File: src/rtl/sram_rw_arbiter.sv
// Single-port SRAM front end: sweeps the array to zero after reset or init_req,
// then arbitrates one read or write per cycle with a 1-entry read response buffer.
module sram_rw_arbiter #(
  parameter int ADDR_W = 7,
  parameter int DATA_W = 16,
  parameter int DEPTH  = 128
) (
  input  logic              clock,
  input  logic              reset,
  input  logic              init_req,
  output logic              init_done,
  input  logic              wr_valid,
  output logic              wr_ready,
  input  logic [ADDR_W-1:0] wr_addr,
  input  logic [DATA_W-1:0] wr_data,
  input  logic              rd_valid,
  output logic              rd_ready,
  input  logic [ADDR_W-1:0] rd_addr,
  output logic              resp_valid,
  input  logic              resp_ready,
  output logic [DATA_W-1:0] resp_data,
  output logic              sram_en,
  output logic              sram_wmode,
  output logic [ADDR_W-1:0] sram_addr,
  output logic [DATA_W-1:0] sram_wdata,
  input  logic [DATA_W-1:0] sram_rdata
);

  typedef enum logic {INIT, RUN} state_e;

  localparam logic [ADDR_W-1:0] LAST_ADDR = ADDR_W'(DEPTH - 1);

  state_e              state_q, state_d;
  logic [ADDR_W-1:0]   init_cnt_q, init_cnt_d;
  logic                prio_rd_q, prio_rd_d;
  logic                init_done_q, init_done_d;
  logic                rd_pend_q, rd_pend_d;
  logic                hold_vld_q, hold_vld_d;
  logic [DATA_W-1:0]   hold_data_q, hold_data_d;

  logic run_ok;
  logic slot_free;
  logic rd_gnt;
  logic wr_gnt;

  always_comb begin
    // Fresh read data comes straight from the SRAM; afterwards from the hold copy.
    resp_valid = rd_pend_q | hold_vld_q;
    resp_data  = rd_pend_q ? sram_rdata : hold_data_q;
    slot_free  = ~resp_valid | resp_ready;
    run_ok     = (state_q == RUN) & ~init_req;

    // Each ready reflects whether that channel would win, using only the other valid.
    rd_ready   = run_ok & slot_free & (~wr_valid | prio_rd_q);
    wr_ready   = run_ok & (~(rd_valid & slot_free) | ~prio_rd_q);
    rd_gnt     = rd_valid & rd_ready;
    wr_gnt     = wr_valid & wr_ready;

    sram_en    = 1'b0;
    sram_wmode = 1'b0;
    sram_addr  = '0;
    sram_wdata = '0;
    if (state_q == INIT) begin
      sram_en    = 1'b1;
      sram_wmode = 1'b1;
      sram_addr  = init_cnt_q;
    end else if (wr_gnt) begin
      sram_en    = 1'b1;
      sram_wmode = 1'b1;
      sram_addr  = wr_addr;
      sram_wdata = wr_data;
    end else if (rd_gnt) begin
      sram_en    = 1'b1;
      sram_addr  = rd_addr;
    end

    state_d    = state_q;
    init_cnt_d = init_cnt_q;
    prio_rd_d  = prio_rd_q;
    if (state_q == INIT) begin
      init_cnt_d = init_cnt_q + 1'b1;
      if (init_cnt_q == LAST_ADDR) begin
        state_d    = RUN;
        init_cnt_d = '0;
      end
    end else if (init_req) begin
      state_d    = INIT;
      init_cnt_d = '0;
    end else if (wr_gnt) begin
      prio_rd_d = 1'b1;
    end else if (rd_gnt) begin
      prio_rd_d = 1'b0;
    end

    init_done_d = (state_d == RUN);
    rd_pend_d   = rd_gnt;
    hold_vld_d  = resp_valid & ~resp_ready;
    hold_data_d = rd_pend_q ? sram_rdata : hold_data_q;
  end

  always_ff @(posedge clock) begin
    if (!reset) begin
      state_q     <= INIT;
      init_cnt_q  <= '0;
      prio_rd_q   <= 1'b1;
      init_done_q <= 1'b0;
      rd_pend_q   <= 1'b0;
      hold_vld_q  <= 1'b0;
      hold_data_q <= '0;
    end else begin
      state_q     <= state_d;
      init_cnt_q  <= init_cnt_d;
      prio_rd_q   <= prio_rd_d;
      init_done_q <= init_done_d;
      rd_pend_q   <= rd_pend_d;
      hold_vld_q  <= hold_vld_d;
      hold_data_q <= hold_data_d;
    end
  end

  assign init_done = init_done_q;

endmodule

File: config.mk
export PLATFORM = sky130hd
export DESIGN_NAME = sram_rw_arbiter
export DESIGN_NICKNAME = d
export VERILOG_FILES = /design/src/rtl/sram_rw_arbiter.sv
export SDC_FILE = /design/constraint.sdc
export NUM_CORES = 1
export LEC_CHECK = 0
export ABC_CLOCK_PERIOD_IN_PS = 1350
export CORE_AREA = 3 3 61 86
export CTS_CLUSTER_DIAMETER = 120
export DETAILED_ROUTE_END_ITERATION = 6
export DIE_AREA = 0 0 64 89
export PLACE_DENSITY = 0.76
export SYNTH_ARGS = -nofsm -noshare
export SYNTH_HDL_FRONTEND = slang
export SYNTH_SLANG_ARGS = --single-unit
File: constraint.sdc
create_clock -name clock -period 1.35 [get_ports clock]
set_input_delay 0.27 -clock clock [delete_from_list [all_inputs] [get_ports clock]]
set_output_delay 0.27 -clock clock [all_outputs]
set_load 0.005 [all_outputs]
==> out/summary.json <==
{
  "run_status": "finished, violations left",
  "violated_checks": "setup timing",
  "routed_via_density": 4.61,
  "ioPinCount": 97,
  "timing_max_transition_violations_final": 0,
  "swShare": 0.228,
  "synth_cell_type_count": 38,
  "synth-main-ff-cell": "sky130_fd_sc_hd__dfxtp_1",
  "stdcell_area_um2": 3120,
  "drt_iter0_drc": 38,
  "drc": 0,
  "power.share.combinational": 0.163,
  "relSlewSlack": 0.839,
  "yosys-top-cells-count": "35 x sky130_fd_sc_hd__and2_1, 27 x sky130_fd_sc_hd__dfxtp_1, 16 x sky130_fd_sc_hd__mux2_2, 7 x sky130_fd_sc_hd__nor2_1",
  "switching_power_w": 0.000354,
  "first_global_vias": 1536,
  "worstReg2RegStart": "rd_pend_q",
  "grt_usage": 0.162,
  "cts.reportedPaths.clkPinSlew_ns": 0.10,
  "routed_wirelength_um": 5200,
  "min_period_ns": 1.99,
  "path_cells": "o21bai_4 > and3_4 > nor3_4 > buf_12 > buf_6 > a221o_1 > buf_2",
  "detailed_place_hpwl_um": 3360,
  "tritoncts": "yes",
  "sequentialPowerShare": 0.521,
  "synthesis.yosys.warnings": 0,
  "die_x_um": 64,
  "dpl-instance-area_um2": 2710,
  "worst_skew_pair.late_latency_ns": 0.28,
  "hp-start": "resp_ready",
  "ys_seq_area_frac": 0.362,
  "synthMuxAreaShare": 0.121,
  "route.antenna.remaining_nets": 0,
  "max_freq_mhz": 503,
  "final_hold_violations": 0,
  "startpoint_kind_of_the_worst_setup_timing_path": "flop",
  "cts.sinks": 27,
  "clock_path_buffers": 2,
  "cp.required_ns": 1.08,
  "grt_start_max_net_pins": 25,
  "setup_viol": 45,
  "detailedRoute.firstPassIterationCount": 4,
  "skew_ns": 0.00614,
  "design.die.area_um2": 5700,
  "worst-r2r-cell-count": 9,
  "power_density_nw_per_um2": 498,
  "clock_tree_root": "sky130_fd_sc_hd__clkbuf_8",
  "synth_top_family_by_area": "simple AND/OR/NAND/NOR gates",
  "number_of_rows_in_the_core_area": 29,
  "routed-wl-met3_um": 407,
  "critical_path_s_slowest_cell": "sky130_fd_sc_hd__dfxtp_4",
  "crit_type": "reg2out",
  "worstHoldPathType": "in2reg",
  "max-vdd-ir-drop_mv": 0.413,
  "wl_met1_um": 1890,
  "grt_antenna_before_repair": 0,
  "antennaDiodeCount": 0,
  "synth_adder_area_share": 0.00838,
  "rrSetupSlack_ns": -0.18,
  "finalWeightedCongestion": 0.831,
  "max_slew.worst_pin.slew_ns": 0.241,
  "maxCapViolations": 0,
  "syn-instance-count": 156,
  "yosys-top-cells-area": "sky130_fd_sc_hd__dfxtp_1 36%, sky130_fd_sc_hd__and2_1 15%, sky130_fd_sc_hd__mux2_2 12%",
  "static-leakage-power_nw": 1.39,
  "synth-seq-cells": 27,
  "r2r-end": "prio_rd_q",
  "initial_core_util": 0.329,
  "h-tree-depth": 1,
  "internal-power_w": 0.00120,
  "yosys.area_share.xor_xnor": 0,
  "routed_met2_length_um": 2790,
  "period_share": 1.47,
  "crit_path_max_fanout": 8,
  "final_net_count": 344,
  "cell_type_with_the_largest_total_area_after_synthesis": "sky130_fd_sc_hd__dfxtp_1",
  "yosys.cell_count.top_type": "sky130_fd_sc_hd__and2_1",
  "power.total_w": 0.00155,
  "worst_hold_path.num_cells": 3,
  "timing.critical_path.slowest_cell_delay_ns": 0.37,
  "dieHeight_um": 89,
  "postLayoutSetupSlackWorst_ns": -0.637,
  "share_of_the_synthesized_area_in_compound_gates_ao_oa_aoi_oai": 0.151,
  "layout_cell_share_with_drive_strength_beyond_1": 0.521,
  "synth_top_area_frac": 0.362,
  "asyncSetResetFlopFracSynth": 0,
  "netlist_area_um2": 1490,
  "worstSetupEndpointType": "primary output",
  "numCtsBuffers": 3,
  "routed-via-count": 1624,
  "cts_hold_buf": 0,
  "synthesis.nets": 209,
  "grt_pass1_wl_um": 7220,
  "wire_per_inst_um": 14.8,
  "yosys.area_share.simple": 0.294,
  "power.share.clock": 0.316,
  "fp.coreArea_um2": 4540,
  "buffer_ports.inserted": 96,
  "cp_data_arrival_time_ns": 1.72,
  "sink_of_the_worst_hold_path": "hold_vld_q",
  "number_of_enable_type_register_cells_in_the_synthesized_netlist": 0,
  "highest_layer": "met4",
  "n_fill_cell": 340,
  "rsz0062_at_grt": "true",
  "layout-area-overhead-vs-synth_pct": 109,
  "syn-mean-instance-area_um2": 9.58,
  "grt-ovfl-total": 0
}
## layout by cell type (no fill, tap or decap), types with 2 or more instances in the layout
cell type	count
sky130_fd_sc_hd__clkdlybuf4s50_1	47
sky130_fd_sc_hd__buf_6	45
sky130_fd_sc_hd__dfxtp_1	22
sky130_fd_sc_hd__buf_4	20
sky130_fd_sc_hd__and2_1	18
sky130_fd_sc_hd__and2_4	17
sky130_fd_sc_hd__mux2_4	16
sky130_fd_sc_hd__buf_2	10
sky130_fd_sc_hd__clkbuf_2	8
sky130_fd_sc_hd__nor2_1	7
sky130_fd_sc_hd__a221o_1	6
sky130_fd_sc_hd__buf_12	5
sky130_fd_sc_hd__nor2b_1	4
sky130_fd_sc_hd__and2b_1	4
sky130_fd_sc_hd__o21ai_1	4
sky130_fd_sc_hd__dfxtp_2	4
sky130_fd_sc_hd__dlygate4sd2_1	4
sky130_fd_sc_hd__a21oi_1	3
sky130_fd_sc_hd__clkbuf_8	3
sky130_fd_sc_hd__and3_4	2
sky130_fd_sc_hd__nor2b_4	2
sky130_fd_sc_hd__inv_1	2
sky130_fd_sc_hd__o21ai_0	2
sky130_fd_sc_hd__nand2_1	2
sky130_fd_sc_hd__nand3_1	2
sky130_fd_sc_hd__a21boi_1	2
sky130_fd_sc_hd__buf_8	2
## metrics by stage
| stage | util | std cells | setup TNS (ns) | hold WS [ns] | worst slack (ns) |
|---|---|---|---|---|---|
| global route | 0.687 | 352 | -21.84 | 0.472 | -0.714 |
| finish | 0.687 | 352 | -19.17 | 0.475 | -0.637 |
| global placement | 0.598 | 325 | -32.92 | 0.536 | -1.02 |
| floorplan | - | 156 | -2.63 | 0.456 | -0.174 |
| detailed placement | 0.598 | 325 | -34.38 | 0.532 | -1.08 |
| CTS | 0.658 | 353 | -22.23 | 0.430 | -0.710 |
## worst max path at each step
stage,from,endpoint,slack [ns],depth (start not counted)
detailed placement,resp_ready,sram_wdata[8],-1.08,8
global route,rd_pend_q,sram_addr[3],-0.71,7
finish,rd_pend_q,sram_addr[3],-0.64,7
floorplan,init_done,sram_addr[0],-0.17,7
CTS,rd_pend_q,sram_addr[0],-0.71,8
global placement,resp_ready,sram_wdata[6],-1.02,8
## cells by family (layout without fill, tap and decap cells)
group	after synthesis	after routing
adders and majority gates	1	1
buffers and inverters	15	149
AOI/OAI and AO/OA	28	28
and+or+nand+nor	69	69
DFF	27	27
muxes	16	16
## critical path, delay by kind of cell (launching register included)
kind | cells | cell delay, ns
flops | 1 | 0.37
simple gates | 2 | 0.27
buf+inv | 3 | 0.37
compound gates | 2 | 0.42
## state kept, by name (all words and copies together), names as in the netlist
register / cells
init_done: 1
prio_rd_q: 1
hold_vld_q: 1
rd_pend_q: 1
init_cnt_q: 7
hold_data_q: 16
## layer usage
| layer | vias up | GRT usage |
|---|---|---|
| li1 | 802 | - |
| met4 | 0 | 0.0747 |
| met5 | - | 0 |
| met1 | 741 | 0.166 |
| met2 | 71 | 0.310 |
| met3 | 10 | 0.0340 |
## power groups by stage
stage | Combinational (W) | Sequential (W) | Clock (W)
4_1_cts | 0.000237 | 0.000809 | 0.000506
5_1_grt | 0.000271 | 0.000810 | 0.000536
3_5_place_dp | 0.000243 | 0.000826 | 0
2_1_floorplan | 0.0000465 | 0.000828 | 0
6_report | 0.000254 | 0.000809 | 0.000490
3_3_place_gp | 0.000241 | 0.000826 | 0
## area by class of cell
cell class | count | area (um^2) | area share
repair buffers | 142 | 1410 | 0.452
multi-input cells | 114 | 1020 | 0.327
flip-flops and latches | 27 | 549 | 0.176
well taps | 62 | 77.6 | 0.0249
clock buffers | 3 | 41.3 | 0.0132
inverters | 3 | 11.3 | 0.00361
clock inverters | 1 | 8.76 | 0.00281
## timing repair
item                                    in CTS  in global routing
cloned                                       2                  0
setup buffers                               23                  4
resized for setup                          205                 65
endpoints found under the setup margin      53                 57
pin swaps                                   15                 16
No activity file was read; power rests on OpenSTA's default activity.
